`src/rtl/mouse_position_tracker.sv`:
```
// Tracks an absolute pointer position from PS/2 mouse packets, clamped to the screen area.
// Optional build macro MOUSE_POS_INVERT_Y_EN negates the Y delta so PS/2 "up" moves the pointer up.
module mouse_position_tracker #(
   parameter int unsigned LIMIT_X = 160,
   parameter int unsigned LIMIT_Y = 120
) (
   input  logic       CLK,
   input  logic       RESET,
   input  logic       SEND_INTERRUPT,
   input  logic [7:0] MOUSE_STATUS,
   input  logic [7:0] MOUSE_DX,
   input  logic [7:0] MOUSE_DY,
   output logic [7:0] MOUSE_X,
   output logic [7:0] MOUSE_Y,
   output logic [2:0] MOUSE_BUTTONS,
   output logic       POS_VALID,
   output logic       BUSY,
   output logic [7:0] DROP_CNT
);

   typedef enum logic [1:0] {StIdle, StSum, StClamp, StDone} state_e;

   localparam logic signed [9:0] MaxX  = 10'(LIMIT_X - 1);
   localparam logic signed [9:0] MaxY  = 10'(LIMIT_Y - 1);
   localparam logic [7:0]        HomeX = 8'(LIMIT_X / 2);
   localparam logic [7:0]        HomeY = 8'(LIMIT_Y / 2);

   state_e            state_q, state_d;
   logic [7:0]        status_q, dx_q, dy_q;
   logic signed [9:0] sum_x_q, sum_y_q;
   logic signed [9:0] dx_ext, dy_raw, dy_ext;
   logic              unused_status;

   assign unused_status = status_q[3];

   function automatic logic [7:0] clamp(input logic signed [9:0] v, input logic signed [9:0] hi);
      if (v[9]) begin
         return 8'd0;
      end else if (v > hi) begin
         return hi[7:0];
      end else begin
         return v[7:0];
      end
   endfunction

   // Overflowed axes contribute no motion; 10 bits hold 255+256 and -256 without wrap.
   always_comb begin
      dx_ext = status_q[6] ? 10'sd0 : {{2{status_q[4]}}, dx_q};
      dy_raw = status_q[7] ? 10'sd0 : {{2{status_q[5]}}, dy_q};
`ifdef MOUSE_POS_INVERT_Y_EN
      dy_ext = -dy_raw;
`else
      dy_ext = dy_raw;
`endif
   end

   always_ff @(posedge CLK or posedge RESET) begin
      if (RESET) begin
         state_q <= StIdle;
      end else begin
         state_q <= state_d;
      end
   end

   always_comb begin
      state_d = state_q;
      unique case (state_q)
         StIdle:  if (SEND_INTERRUPT) state_d = StSum;
         StSum:   state_d = StClamp;
         StClamp: state_d = StDone;
         StDone:  state_d = StIdle;
         default: state_d = StIdle;
      endcase
   end

   assign POS_VALID = (state_q == StDone);
   assign BUSY      = (state_q != StIdle);

   always_ff @(posedge CLK or posedge RESET) begin
      if (RESET) begin
         status_q      <= '0;
         dx_q          <= '0;
         dy_q          <= '0;
         sum_x_q       <= '0;
         sum_y_q       <= '0;
         MOUSE_X       <= HomeX;
         MOUSE_Y       <= HomeY;
         MOUSE_BUTTONS <= '0;
         DROP_CNT      <= '0;
      end else begin
         if (SEND_INTERRUPT && state_q == StIdle) begin
            status_q <= MOUSE_STATUS;
            dx_q     <= MOUSE_DX;
            dy_q     <= MOUSE_DY;
         end
         if (SEND_INTERRUPT && state_q != StIdle && DROP_CNT != 8'hFF) begin
            DROP_CNT <= DROP_CNT + 8'd1;
         end
         if (state_q == StSum) begin
            sum_x_q <= $signed({2'b00, MOUSE_X}) + dx_ext;
            sum_y_q <= $signed({2'b00, MOUSE_Y}) + dy_ext;
         end
         if (state_q == StClamp) begin
            MOUSE_X       <= clamp(sum_x_q, MaxX);
            MOUSE_Y       <= clamp(sum_y_q, MaxY);
            MOUSE_BUTTONS <= status_q[2:0];
         end
      end
   end

endmodule

```
`config.mk`:
```
export PLATFORM = sky130hd
export DESIGN_NAME = mouse_position_tracker
export DESIGN_NICKNAME = d
export VERILOG_FILES = /design/src/rtl/mouse_position_tracker.sv
export SDC_FILE = /design/constraint.sdc
export NUM_CORES = 1
export LEC_CHECK = 0
export ABC_AREA = 0
export BUFFER_PORTS_ARGS = -buffer_cell sky130_fd_sc_hd__buf_2
export CORE_MARGIN = 2
export CORE_UTILIZATION = 55
export CTS_CLUSTER_DIAMETER = 100
export CTS_CLUSTER_SIZE = 20
export DETAILED_ROUTE_END_ITERATION = 12
export PLACE_DENSITY = 0.77
export SETUP_SLACK_MARGIN = 0.1
export SLEW_MARGIN = 20
export SYNTH_ARGS = -nofsm -noshare
export SYNTH_HDL_FRONTEND = slang
export SYNTH_SLANG_ARGS = --single-unit
```
`constraint.sdc`:
```
create_clock -name CLK -period 2.7 [get_ports CLK]
set_input_delay 0.135 -clock CLK [delete_from_list [all_inputs] [get_ports CLK]]
set_output_delay 0.135 -clock CLK [all_outputs]
set_load 0.01 [all_outputs]
```
[Word level (Yosys, flattened, before mapping)]
Index checks and enable logic that the tools add are counted.
Cells by class
  add/subtract/negate cells: 3
  $lt $le $gt $ge: 2
  eq/ne operators: 5
  multiplexer cells: 8
  reduce and logical (&&, ||, !) cells: 5
Operators by type and width (number)
  8-bit 2-to-1 mux: 4
  9-bit by 10-bit adder with 10-bit output: 2
  10-bit 2-to-1 mux: 2
  10-bit by 8-bit > comparator with 1-bit output, second input constant: 1
  10-bit by 9-bit > comparator with 1-bit output, second input constant: 1
  8-bit by 1-bit adder with 8-bit output, second input constant: 1
  8-bit != test, second input constant: 1
  2-bit case mux with 4 select lines: 1
  2-bit == test, second input constant: 2
  1-bit logical AND: 3
  2-bit by 1-bit == test with 1-bit output, second input constant: 1
  2-bit logical NOT: 1
  2-bit 2-to-1 mux: 1
  2-bit != test, second input constant: 1
  2-bit nonzero test: 1
Word-level totals
  flip-flop bits (word level): 73
  input port bits: 27
  output and inout port bits: 29
  word-level logic and storage cells: 33

[Depth between registers and ports, before layout]
  depth after elaboration: 3
  mapped depth: 9
  gate-level depth less buffers: 9

[Worst setup path after synthesis]
OpenSTA, ideal clock, no wires.
  path kind: reg-to-reg
  start: reg status_q[6]
  end: reg sum_x_q[6]
  library setup time: 95 ps
  arrival: 1885 ps
  data required time: 2605 ps
  slack: 719 ps
  cell stages (with the launch flop): 10
  buffers on the path: 0
  period minus slack after synthesis: 1981 ps
  path through: dfrtp_1 > nor2b_1 > ha_1 > inv_1 > fa_1 > nor2b_4 > o31a_1 > o21a_1 > nor3_1 > o31ai_1
Between the ends
  word-level cells in the longest chain between the ends: 2
RTL lines
  start: declaration: line 29  | logic [7:0] status_q, dx_q, dy_q;
  start signal: assignment: line 81  | status_q <= '0;
  start signal: assignment: line 92  | status_q <= MOUSE_STATUS;
  10-bit 2-to-1 mux: line 48  | dx_ext = status_q[6] ? 10'sd0 : {{2{status_q[4]}}, dx_q};
  9-bit by 10-bit adder with 10-bit output: line 100  | sum_x_q <= $signed({2'b00, MOUSE_X}) + dx_ext;
  end signal: assignment: line 100
  end: declaration: line 30  | logic signed [9:0] sum_x_q, sum_y_q;
No other way between the ends.
A chain may end at the register's enable or synchronous reset.

[Worst setup path after layout]
  start: reg status_q[7]
  end: reg sum_y_q[6]
Between the ends
  word-level cells in the longest chain between the ends: 2
RTL lines
  10-bit 2-to-1 mux: line 49  | dy_raw = status_q[7] ? 10'sd0 : {{2{status_q[5]}}, dy_q};
  9-bit by 10-bit adder with 10-bit output: line 101  | sum_y_q <= $signed({2'b00, MOUSE_Y}) + dy_ext;
  end signal: assignment: line 101
  end: declaration: line 30
No other way between the ends.

==> out/qor.yml <==
placement.io_buffers: 54
drive_above_1_share_pct: 33.59
dp.final_hpwl_mm: 5.278
min-delay-start: "MOUSE_STATUS[6]"
achievable-frequency_ghz: 0.4372
worst_path_largest_cell_delay_ns: 0.49
mappedNetlistNets: 373
cp_top_family: "adder cells"
ctsRootBufferMaster: "sky130_fd_sc_hd__clkbuf_8"
r2r-start: "status_q[7]$_DFFE_PP0P_"
post-synth-top-area-fraction_pct: 44.69
pwr_density_cell_nw_per_um2: 1353
clkLatencyLatePin_ns: 0.34
cts_htree_levels: 3
die_width_um: 85.98
clock_tree_from_tritoncts: "built"
number_of_synthesis_warnings: 0
drtPass1Iterations: 4
initial_utilization_pct: 57.55
yosysTopAreaCell: "sky130_fd_sc_hd__dfrtp_1"
whs_path_depth: 2
max-slew-margin-rel_pct: 68.78
netlist-cell-type-count: 40
route.antenna.remaining_nets: 0
crit_buf_inv: 1
max-clock-path-buffers: 2
areaGrowthSynthToFinish_pct: 16.72
syn-cell-area_um2: 3696
grt_pass1_wl_mm: 12.42
synth_cells: 323
worst_path_cell_trace: "nor2b_1, ha_1, inv_1, fa_1, nor2b_4, o31a_1, o21a_1, nor3_1, o31ai_1"
rows: 29
synth-xor-area-share_pct: 3.081
status: "finished, final reports clean"
synth_compound_gate_area_share_pct: 12.49
fin_setup_tns_ns: 0
ioPinCount: 56
detail_route.vias_per_cell: 5.572
whs_ns: 0.01774
wire_per_inst_um: 15.31
drc_viols: 0
regToRegEndpoint: "sum_y_q[6]$_DFFE_PP0N_"
gp_congestion: 0.8751
final_max_tran_viols: 0
ir_drop_mv: 0.7004
combinational_family_with_the_most_area_after_synthesis: "multiplexers"
final_area_um2: 4314
final_min_period_over_clock_period_pct: 84.72
finalHoldViolCount: 0
total_leakage_power_nw: 2.011
finalWorstPathRequiredPeriod_ns: 2.287
grt_overflow: 0
fin_worst_skew_ns: 0.006808
critPathRequiredTime_ns: 2.95
r2r_setup_slack_ns: 0.41
cts_made_buffers: 9
die_area_um2: 7392
synth_top_cells_by_area: "sky130_fd_sc_hd__dfrtp_1, sky130_fd_sc_hd__mux2_2, sky130_fd_sc_hd__ha_1, sky130_fd_sc_hd__dfstp_2, sky130_fd_sc_hd__nor2_1"
grt_pass1_vias: 2655
global_route.usage.total_pct: 21.56
drtIter0Drc: 97
clock_pin_slew_on_the_worst_setup_and_hold_paths_ns: 0.08
timing.critical_path.arrival_ns: 2.54
cts_sinks: 72
routed_wl_mm: 7.194
placed_cells: 452
chipHeight_um: 85.98
rsz_0062_raised_after_global_routing: "false"
maximum_number_of_pins_on_one_net_before_global_route_repair: 57
antenna_cells_inserted: 0
timing.critical_path.fanout_max: 10
rr_worst_depth: 9
synth_ff_type: "sky130_fd_sc_hd__dfrtp_1"
synth_seq_area_share_pct: 48.95
dr_total_vias: 2619
grt_antenna_before_repair: 0
tightest_slew_ns: 0.4672
worstHoldEndpoint: "status_q[6]$_DFFE_PP0P_"
ys_seq_elements: 72
layout.cells.non_filler: 470
postSynthAreaPerCell_um2: 11.44
placedInstanceArea_um2: 4088
synth-async-reset-ratio_pct: 100.0
worst_setup_path_start_kind: "flop"
cpMaxStageDelayCell: "sky130_fd_sc_hd__dfrtp_1"
number_of_enable_flip_flop_cells_after_synthesis: 0
cts-resized-gates: 0
timing.hold.worst.class: "input pin to flop"
yosys.area_share.simple_pct: 11.34
placeableCoreArea_um2: 6422
synth_adder_area_share_pct: 8.192
nets: 438
max_capacitance_violation_total: 0
setup.worst_path.class: "flop to flop"
finalSetupViolations: 0
worstSetupEndpointType: "flop"
yosys-mux-area-fraction_pct: 13.64
## flip-flops by register name, summed over array words and instances (netlist names)
signal and count:
MOUSE_BUTTONS 3, sum_x_q 10, dx_q 8, MOUSE_Y 8
status_q 7, state_q 2, DROP_CNT 8, sum_y_q 10
MOUSE_X 8, dy_q 8
## through the flow
step           total power (W)  setup slack, ns  util [%]
2_1_floorplan         0.004222           0.7192         -
3_3_place_gp          0.004892           0.5037     63.65
3_5_place_dp          0.004989           0.4434     63.65
4_1_cts               0.005892           0.4178     67.17
5_1_grt               0.006320           0.2585     67.17
6_report              0.005836           0.4127     67.17
## layout make-up
class                      count  area (um^2)
tap                           77        96.34
clock inverter                 6        68.82
inverter                      14        52.55
fill                         491         2108
multi-input combinational    229         1802
timing repair buffer          62        347.8
clock buffer                  10        137.6
sequential                    72         1809
## worst max path at each step
stage / startpoint / to / slack (ns) / cells after the start
after global placement: status_q[7]$_DFFE_PP0P_ / sum_y_q[6]$_DFFE_PP0N_ / 0.50 / 9
after floorplan: status_q[6]$_DFFE_PP0P_ / sum_x_q[6]$_DFFE_PP0N_ / 0.72 / 9
final: status_q[7]$_DFFE_PP0P_ / sum_y_q[6]$_DFFE_PP0N_ / 0.41 / 9
after CTS: status_q[7]$_DFFE_PP0P_ / sum_y_q[6]$_DFFE_PP0N_ / 0.42 / 9
after global routing: status_q[7]$_DFFE_PP0P_ / sum_y_q[9]$_DFFE_PP0N_ / 0.26 / 7
after detailed placement: status_q[7]$_DFFE_PP0P_ / sum_y_q[6]$_DFFE_PP0N_ / 0.44 / 9
## power by group
part	switching (W)	internal (W)	leakage, nW
clock network	0.000412	0.000455	0.102
registers	0.000412	0.00164	0.854
logic	0.00146	0.00145	1.05
## layout by cell type, fill, tap and decap left out, drive strengths merged, types with 3 or more instances in the layout
cell type  instances
o21a               6
clkinv             4
a211oi             6
nor3               5
a21oi              9
mux2              43
o21ai             14
nand4              5
xnor2             10
buf               60
nand2b             5
nand3              3
nor2b             17
o21bai             4
ha                21
o31ai              5
dfstp              6
xor2               3
clkbuf            10
nand2             14
a21o               4
inv               14
nor2              31
and3               3
dfrtp             66
## cells by family (layout without fill, tap and decap cells)
group	count (synthesis)	count (layout)
AND/OR/NAND/NOR	84	84
flip-flops	72	72
buffers and inverters	22	92
multiplexers	45	45
adder cells (fa/ha/maj)	23	23
XOR/XNOR	13	13
AO/OA/AOI/OAI	64	64
## per-layer routing
metal  vias to the layer above  wire [um]  track usage, %
met5                         -          0               0
met2                        45       3393           34.04
met3                        12        299           5.005
li1                       1282          -               -
met1                      1280       3384           29.25
met4                         0        116           7.792
## repair_timing
| action | 4_1_cts | 5_1_grt |
|---|---|---|
| buffers inserted | 0 | 0 |
| hold buffers | 2 | 0 |
| hold endpoints to repair | 15 | 0 |
| setup endpoints to repair | 0 | 0 |
## synthesized netlist by cell type (3+ instances only)
library cell and count:
sky130_fd_sc_hd__nand2_1 14, sky130_fd_sc_hd__clkbuf_1 5, sky130_fd_sc_hd__o21ai_0 12, sky130_fd_sc_hd__o31ai_1 5, sky130_fd_sc_hd__a21oi_1 9, sky130_fd_sc_hd__o21bai_1 4, sky130_fd_sc_hd__nand4_1 5, sky130_fd_sc_hd__xor2_1 3
sky130_fd_sc_hd__nand2b_1 5, sky130_fd_sc_hd__nor3_1 5, sky130_fd_sc_hd__a21o_1 4, sky130_fd_sc_hd__o21a_1 6, sky130_fd_sc_hd__nor2b_1 15, sky130_fd_sc_hd__dfrtp_1 66, sky130_fd_sc_hd__nor2_1 31, sky130_fd_sc_hd__ha_1 21
sky130_fd_sc_hd__mux2_2 43, sky130_fd_sc_hd__nand3_1 3, sky130_fd_sc_hd__and3_1 3, sky130_fd_sc_hd__xnor2_1 10, sky130_fd_sc_hd__inv_1 14, sky130_fd_sc_hd__dfstp_2 6, sky130_fd_sc_hd__a211oi_1 4
No activity file was read; power rests on OpenSTA's default activity.
